$ cat config.mk
export PLATFORM = sky130hd
export DESIGN_NAME = mem_arb
export DESIGN_NICKNAME = d
export VERILOG_FILES = /design/src/rtl/mem_pkg.sv /design/src/rtl/mem_rd_track.sv /design/src/rtl/mem_arb.sv
export SDC_FILE = /design/constraint.sdc
export NUM_CORES = 1
export LEC_CHECK = 0
export ABC_AREA = 1
export BUFFER_PORTS_ARGS = -buffer_cell sky130_fd_sc_hd__buf_4
export CORE_AREA = 2 2 96 98
export DETAILED_ROUTE_END_ITERATION = 10
export DIE_AREA = 0 0 98 100
export PLACE_DENSITY = 0.74
export SLEW_MARGIN = 20
export SYNTH_ARGS = -nofsm -noshare
export SYNTH_HDL_FRONTEND = slang
export SYNTH_SLANG_ARGS = --single-unit
$ cat constraint.sdc
create_clock -name clk -period 1.8 [get_ports clk]
set_clock_uncertainty 0.2 [all_clocks]
set_input_delay 0 -clock clk [delete_from_list [all_inputs] [get_ports clk]]
set_output_delay 0 -clock clk [all_outputs]
set_load 0.02 [all_outputs]
$ cat src/rtl/mem_pkg.sv
// Shared types and defaults for the data-BRAM arbiter and its read tracker.
package mem_pkg;

  // Must match the data BRAM instance geometry.
  localparam int ADDR_W_DEF = 15;
  localparam int DATA_W_DEF = 32;

  // Which requester a read in flight belongs to.
  typedef enum logic {
    OWN_CORE = 1'b0,
    OWN_DBG  = 1'b1
  } owner_e;

  // Arbitration priority state.
  typedef enum logic {
    CORE_PRI = 1'b0,
    DBG_PRI  = 1'b1
  } prio_e;

  // One stage of the read-latency pipeline.
  typedef struct packed {
    logic   valid;
    owner_e owner;
  } rd_tag_t;

endpackage

$ cat src/rtl/mem_rd_track.sv
// Read-latency tracker: follows each granted read through the BRAM latency
// and steers douta into the owning port's read-data register.
module mem_rd_track
  import mem_pkg::*;
#(
  parameter int DATA_W = DATA_W_DEF,
  parameter int RD_LAT = 2
) (
  input  logic              clk,
  input  logic              rstn,
  input  logic              issue,
  input  owner_e            issue_owner,
  input  logic [DATA_W-1:0] bram_dout,
  output logic              core_rvalid,
  output logic [DATA_W-1:0] core_rdata,
  output logic              dbg_rvalid,
  output logic [DATA_W-1:0] dbg_rdata,
  output logic              busy
);

  rd_tag_t pipe [RD_LAT];
  rd_tag_t last;

  assign last = pipe[RD_LAT-1];

  // Shift the {valid, owner} tag one stage per cycle; reset drops reads in flight.
  always_ff @(posedge clk) begin
    if (!rstn) begin
      for (int i = 0; i < RD_LAT; i++) pipe[i] <= '0;
    end else begin
      pipe[0] <= '{valid: issue, owner: issue_owner};
      for (int i = 1; i < RD_LAT; i++) pipe[i] <= pipe[i-1];
    end
  end

  // Capture douta when the oldest tag is valid and pulse the owner's rvalid.
  always_ff @(posedge clk) begin
    if (!rstn) begin
      core_rvalid <= 1'b0;
      dbg_rvalid  <= 1'b0;
      core_rdata  <= '0;
      dbg_rdata   <= '0;
    end else begin
      core_rvalid <= last.valid && (last.owner == OWN_CORE);
      dbg_rvalid  <= last.valid && (last.owner == OWN_DBG);
      if (last.valid && (last.owner == OWN_CORE)) core_rdata <= bram_dout;
      if (last.valid && (last.owner == OWN_DBG))  dbg_rdata  <= bram_dout;
    end
  end

  // Busy while any stage still carries a read.
  always_comb begin
    busy = 1'b0;
    for (int i = 0; i < RD_LAT; i++) busy = busy | pipe[i].valid;
  end

endmodule

$ cat src/rtl/mem_arb.sv
// Two-port arbiter for the single-port data BRAM (core load/store vs. debug
// loader), with a starvation guard that forces a debug grant periodically.
//
// Handshake: a requester raises req with we/addr/wdata stable and holds them
// until gnt. gnt is combinational; the access reaches the BRAM in the same
// cycle, and the requester may drop req or present the next request in the
// following cycle. Reads return one rvalid pulse RD_LAT+1 cycles after gnt.
module mem_arb
  import mem_pkg::*;
#(
  parameter int ADDR_W     = ADDR_W_DEF,
  parameter int DATA_W     = DATA_W_DEF,
  parameter int RD_LAT     = 2,
  parameter int STARVE_MAX = 8
) (
  input  logic              clk,
  input  logic              rstn,
  input  logic              core_req,
  input  logic              core_we,
  input  logic [ADDR_W-1:0] core_addr,
  input  logic [DATA_W-1:0] core_wdata,
  output logic              core_gnt,
  output logic              core_rvalid,
  output logic [DATA_W-1:0] core_rdata,
  input  logic              dbg_req,
  input  logic              dbg_we,
  input  logic [ADDR_W-1:0] dbg_addr,
  input  logic [DATA_W-1:0] dbg_wdata,
  output logic              dbg_gnt,
  output logic              dbg_rvalid,
  output logic [DATA_W-1:0] dbg_rdata,
  output logic [ADDR_W-1:0] bram_addr,
  output logic [DATA_W-1:0] bram_din,
  output logic              bram_we,
  input  logic [DATA_W-1:0] bram_dout,
  output logic              busy
);

  localparam int CNT_W = $clog2(STARVE_MAX + 1);
  localparam logic [CNT_W-1:0] STARVE_CNT = CNT_W'(STARVE_MAX);

  prio_e            prio_state, prio_next;
  logic [CNT_W-1:0] starve_cnt, starve_next;
  logic             rd_issue;
  owner_e           rd_owner;

  // Grant: lone requester wins; on conflict the priority state decides.
  always_comb begin
    core_gnt = core_req && !(dbg_req && (prio_state == DBG_PRI));
    dbg_gnt  = dbg_req && (!core_req || (prio_state == DBG_PRI));
  end

  // BRAM port mux: winner's access, or an all-zero idle cycle.
  always_comb begin
    bram_we   = 1'b0;
    bram_addr = '0;
    bram_din  = '0;
    rd_issue  = 1'b0;
    rd_owner  = OWN_CORE;
    if (core_gnt) begin
      bram_we   = core_we;
      bram_addr = core_addr;
      bram_din  = core_wdata;
      rd_issue  = !core_we;
    end else if (dbg_gnt) begin
      bram_we   = dbg_we;
      bram_addr = dbg_addr;
      bram_din  = dbg_wdata;
      rd_issue  = !dbg_we;
      rd_owner  = OWN_DBG;
    end
  end

  // Priority state and starvation counter registers.
  always_ff @(posedge clk) begin
    if (!rstn) begin
      prio_state <= CORE_PRI;
      starve_cnt <= '0;
    end else begin
      prio_state <= prio_next;
      starve_cnt <= starve_next;
    end
  end

  // Count core wins over a waiting debug port; after STARVE_MAX of them debug
  // gets exactly one turn (or the turn lapses if debug stops asking).
  always_comb begin
    prio_next   = prio_state;
    starve_next = starve_cnt;
    case (prio_state)
      CORE_PRI: begin
        if (!dbg_req || dbg_gnt) begin
          starve_next = '0;
        end else if (core_gnt) begin
          if (starve_cnt != STARVE_CNT) starve_next = starve_cnt + CNT_W'(1);
          if (starve_next == STARVE_CNT) prio_next = DBG_PRI;
        end
      end
      DBG_PRI: begin
        prio_next   = CORE_PRI;
        starve_next = '0;
      end
      default: begin
        prio_next   = CORE_PRI;
        starve_next = '0;
      end
    endcase
  end

  mem_rd_track #(
    .DATA_W (DATA_W),
    .RD_LAT (RD_LAT)
  ) u_rd_track (
    .clk         (clk),
    .rstn        (rstn),
    .issue       (rd_issue),
    .issue_owner (rd_owner),
    .bram_dout   (bram_dout),
    .core_rvalid (core_rvalid),
    .core_rdata  (core_rdata),
    .dbg_rvalid  (dbg_rvalid),
    .dbg_rdata   (dbg_rdata),
    .busy        (busy)
  );

endmodule

[Yosys cells after proc, flatten, opt, wreduce, memory -nomap -nowiden]
Memory sizes are Yosys's and may differ from the RTL's.
Cells that the tools add are included.
Storage, ports and cells
  RAM bits: 4
  output and inout port bits: 117
  flip-flop bits (word level): 71
  memories kept: 1
  bits of input ports: 132
  logic and storage cells: 53
Cells by class
  equal/unequal tests: 3
  multiplexer cells: 25
  reductions and logical operators: 12
  $add $sub $neg: 1
  bitwise logic cells: 5
Memory list
  u_rd_track.pipe: depth 2, bits a word 2, read ports 2, clocked after memory_dff 0, write ports 2, RTL line mem_rd_track.sv:21  | rd_tag_t pipe [RD_LAT];
Operators by type and width (number)
  2-to-1 mux 32 bit: 2
  2-to-1 mux 15 bit: 2
  2-to-1 mux 4 bit: 6
  2-to-1 mux 1 bit: 11
  one-hot mux 4 bit (2 select lines): 1
  logical AND 1 bit: 5
  zero test 1 bit: 5
  adder 4 x 1 -> 4 bit, second input constant: 1
  == test 4 bit, second input constant: 1
  2-to-1 mux 2 bit: 2
  != test 4 bit, second input constant: 1
  != test 3 bit, second input constant: 1
  OR 1 bit: 3
  logical OR 1 bit: 2
  NOT 1 bit: 2
  one-hot mux 1 bit (2 select lines): 1

[Longest topological paths before layout]
  depth after elaboration: 11
  depth in mapped cells: 8
  mapped depth without buffers: 8

[Hierarchy]
From an unflattened synthesis, not the netlist that was laid out.
Second synthesis, totals
  cell total of the unflattened synthesis: 564
  area, all modules: 3580.9 um^2
By module, submodules not included
  mem_rd_track: instances 1, seq. area each 1401.3 um^2, cells each 369, area an instance 2696.3 um^2
  mem_arb: instances 1, seq. area each 100.1 um^2, cells each 195, area an instance 884.6 um^2

[Worst setup path after synthesis]
OpenSTA, ideal clock, no wires.
  kind: reg2reg
  start point: register starve_cnt[0]
  end point: register prio_state
  arrival time: 0.912 ns
  period minus slack after synthesis: 1.225 ns
  setup time: 0.113 ns
  required time: 1.487 ns
  path slack: 0.575 ns
  buffers on the path: 0
  stages on the path, launching flop included: 9
  cells stage by stage: dfxtp_1 inv_1 ha_1 nand2_1 nand3_1 nand2_1 nor2_1 nand2_1 nor2_1
On the way
  word-level cells in the longest chain between the ends: 10
  elaborated cells on any way between the ends: 11
  classes of those cells: add/sub (1); eq/ne (2); mux (8)
Ends and longest elaborated chain
  from (decl): RTL line mem_arb.sv:43  | logic [CNT_W-1:0] starve_cnt, starve_next;
  from (signal assigned): RTL line mem_arb.sv:81  | starve_cnt <= starve_next;
  adder 4 x 1 -> 4 bit / != test 4 bit (equally long branches): RTL line mem_arb.sv:95  | if (starve_cnt != STARVE_CNT) starve_next = starve_cnt + CNT_W'(1);
  2-to-1 mux 4 bit (*): RTL line mem_arb.sv:95
  2-to-1 mux 4 bit (*): RTL line mem_arb.sv:94  | end else if (core_gnt) begin
  2-to-1 mux 4 bit (*): RTL line mem_arb.sv:92  | if (!dbg_req || dbg_gnt) begin
  2-to-1 mux 4 bit (*): RTL line mem_arb.sv:90  | case (prio_state)
  == test 4 bit (*): RTL line mem_arb.sv:96  | if (starve_next == STARVE_CNT) prio_next = DBG_PRI;
  2-to-1 mux 1 bit (*): RTL line mem_arb.sv:96
  2-to-1 mux 1 bit (*): RTL line mem_arb.sv:94
  2-to-1 mux 1 bit (*): RTL line mem_arb.sv:92
  one-hot mux 1 bit (2 select lines) (*): RTL line mem_arb.sv:90
  to (signal assigned): RTL line mem_arb.sv:80  | prio_state <= prio_next;
  to (decl): RTL line mem_arb.sv:42  | prio_e prio_state, prio_next;
Every way passes the cells marked *; elsewhere a longest branch is shown, timed or not. The select of a mux whose other input is x is not followed.
A chain may end at the register's enable or synchronous reset.

[Final worst setup path]
  start point: register prio_state
  end point: output port bram_din[18]
On the way
  word-level cells in the longest chain between the ends: 4
  elaborated cells on any way between the ends: 7
  classes of those cells: mux (2); reduce/logical (5)
Ends and longest elaborated chain
  logical OR 1 bit / logical AND 1 bit (equally long branches): RTL line mem_arb.sv:50, mem_arb.sv:49
  logical AND 1 bit / zero test 1 bit (equally long branches): RTL line mem_arb.sv:50, mem_arb.sv:49
  2-to-1 mux 32 bit / logical AND 1 bit (equally long branches): RTL line mem_arb.sv:65, mem_arb.sv:49
  2-to-1 mux 32 bit (*): RTL line mem_arb.sv:60  | if (core_gnt) begin
  to (decl): RTL line mem_arb.sv:33  | output logic [DATA_W-1:0] bram_din,
Every way passes the cells marked *; elsewhere a longest branch is shown, timed or not.

==> flow_summary.json <==
{
  "status": "finished, final reports clean",
  "design.core.area_sq_um": 8890,
  "cp_max_fo": 25,
  "tns_ns": 0,
  "io_pins": 249,
  "worstSetupEndpointType": "output port",
  "synth_area_sq_um": 3140,
  "gr-usage-all-layers_pct": 24.8,
  "antenna_found_initial": 1,
  "drt-total-wl_mm": 13.7,
  "power_density_nw_per_um2": 710,
  "drt_iter0_markers": 195,
  "ys_types": 22,
  "fin_cells": 791,
  "finalCritPeriodShare_pct": 96.2,
  "rsz0062_at_grt": "false",
  "cts_made_buffers": 9,
  "tightest_slew_ns": 0.608,
  "critPathKind": "reg2out",
  "clock.fmax_ghz": 0.578,
  "crit_arrival_ns": 1.53,
  "htree_levels": 3,
  "final_common_cell": "buf_4",
  "layout_common_cells": "251 x buf_4, 136 x nor2_1, 74 x dfxtp_1, 55 x o21ai_0, 47 x a22o_1",
  "startpoint_type": "flip-flop",
  "worst_ep_required_time_ns": 1.60,
  "postSynthNetCount": 532,
  "grt_pass1_vias": 3648,
  "slew_headroom_pct": 59.4,
  "cts-root-buf": "clkbuf_8",
  "synthCells": 398,
  "period_minus_slack_ns": 1.73,
  "leakagePower_nw": 2.83,
  "place_congestion": 0.783,
  "synth.top_cell.area_share_pct": 47.9,
  "insertion_delay_ns": 0.34,
  "hp-class": "in2reg",
  "fp.dieW_um": 98,
  "io_buffers": 248,
  "clk_pin_slew_ns": 0.07,
  "worst_slack_ns": 0.0690,
  "ff2ff_setup_slack_ns": 0.07,
  "dp_cells": 733,
  "rows": 35,
  "die_area_sq_um": 9800,
  "hold_viol": 0,
  "nets": 808,
  "cts_tree": "built",
  "drv_cap": 0,
  "vias_per_cell": 4.98,
  "synth_area_leader_cell": "dfxtp_1",
  "peakVddDrop_mv": 0.383,
  "grt_max_degree": 51,
  "die_h_um": 100,
  "setup_viol": 0,
  "initial_core_util_pct": 35.3,
  "cts.path.max_buffers": 2,
  "grt_overflow": 0,
  "synthToLayoutAreaGrowth_pct": 83.0,
  "fin_hold_ws_ns": 0.0184,
  "synth_area_leaders": "dfxtp_1 48%, nor2_1 16%, a22o_1 13%",
  "ys_seq_elements": 75,
  "synth.avg_cell_area_sq_um": 7.88,
  "finalMaxSlewViolations": 0,
  "nFillCells": 750,
  "dp_hpwl_mm": 9.59,
  "drt-wirelength-per-cell_um": 17.3,
  "ant_nets": 0,
  "drive_gt1_share_pct": 41.7,
  "num_vias": 3939,
  "grt_pass1_wl_mm": 18.9,
  "first_pass_iters": 4,
  "ys_seq_area_share_pct": 47.9,
  "drcViolationCount": 0,
  "ys_warn_count": 0,
  "post-place-ws_ns": 0.368,
  "cts_num_sinks": 75
}
==> routing by layer <==
| layer | track usage (%) | wire [um] | vias up |
|---|---|---|---|
| li1 | - | - | 1884 |
| met1 | 32.2 | 5570 | 1828 |
| met2 | 41.6 | 6700 | 219 |
| met3 | 4.74 | 1220 | 8 |
| met4 | 8.76 | 164 | 0 |
| met5 | 0 | 0 | - |
==> area by class of cell <==
class / count / area (sq um) / share of cell area [%]
inverters: 18 / 67.6 / 1.18
flip-flops and latches: 75 / 1510 / 26.2
diodes: 1 / 2.50 / 0.0436
clock inverters: 6 / 88.8 / 1.55
multi-input cells: 276 / 1420 / 24.7
repair buffers: 294 / 2390 / 41.6
clock buffers: 10 / 128 / 2.22
well taps: 111 / 139 / 2.42
==> cells in the mapped netlist, drive strengths merged <==
cell	n
o21bai	1
o21ai	66
nor2	139
nand4	2
clkbuf	5
a22o	47
or2	1
buf	24
inv	18
ha	2
a21oi	3
nand2	13
nand3	2
dfxtp	75
==> per-stage QoR <==
stage / area (sq um) / util [%] / power [mW]
6_report: 5740 / 64.6 / 4.07
5_1_grt: 5740 / 64.6 / 4.23
4_1_cts: 5640 / 63.4 / 4.07
3_5_place_dp: 5050 / 56.8 / 2.61
3_3_place_gp: 5050 / 56.8 / 2.60
2_1_floorplan: 3140 / - / 2.13
==> path summary, 6_finish.rpt <==
check / start / to / cells past startpoint
setup / recovery: prio_state / bram_din[18] / 5
hold / removal: core_req / prio_state / 7
hold reg to reg: u_rd_track.pipe[0][0] / u_rd_track.pipe[0][2] / 2
setup reg to reg: prio_state / u_rd_track.pipe[0][1] / 5
==> what timing repair did <==
item	4_1_cts	5_1_grt
gates resized for setup	0	2
setup buffers	0	1
endpoints found under the setup margin	0	13
endpoints found under the hold margin	73	0
hold buffers	37	0
==> sequential cells by signal, summed over array words and instances (netlist names) <==
name	cells
u_rd_track.core_rdata	32
u_rd_track.dbg_rdata	32
starve_cnt	4
u_rd_track.pipe	4
prio_state	1
u_rd_track.core_rvalid	1
u_rd_track.dbg_rvalid	1
==> cell families after synthesis <==
kind of cell             count (synthesis)  share of synthesized area [%]
buffers and inverters                   47                           7.10
adder cells (fa/ha/maj)                  2                          0.798
AND/OR/NAND/NOR                        157                           19.7
flip-flops                              75                           47.9
AO/OA/AOI/OAI                          117                           24.5
==> critical path, cell delays in order (launching register included) <==
cell and delay, ns:
dfxtp_4 0.36, a21oi_4 0.21, buf_12 0.14, clkbuf_16 0.18, a22o_1 0.16, buf_4 0.14
==> power by group <==
group          total (mW)  switching [mW]  internal [mW]
logic               0.948           0.444          0.504
clock network        1.40           0.621          0.783
registers            1.72          0.0240           1.70
total                4.07            1.09           2.99
Power figures use the tool's default switching activity.
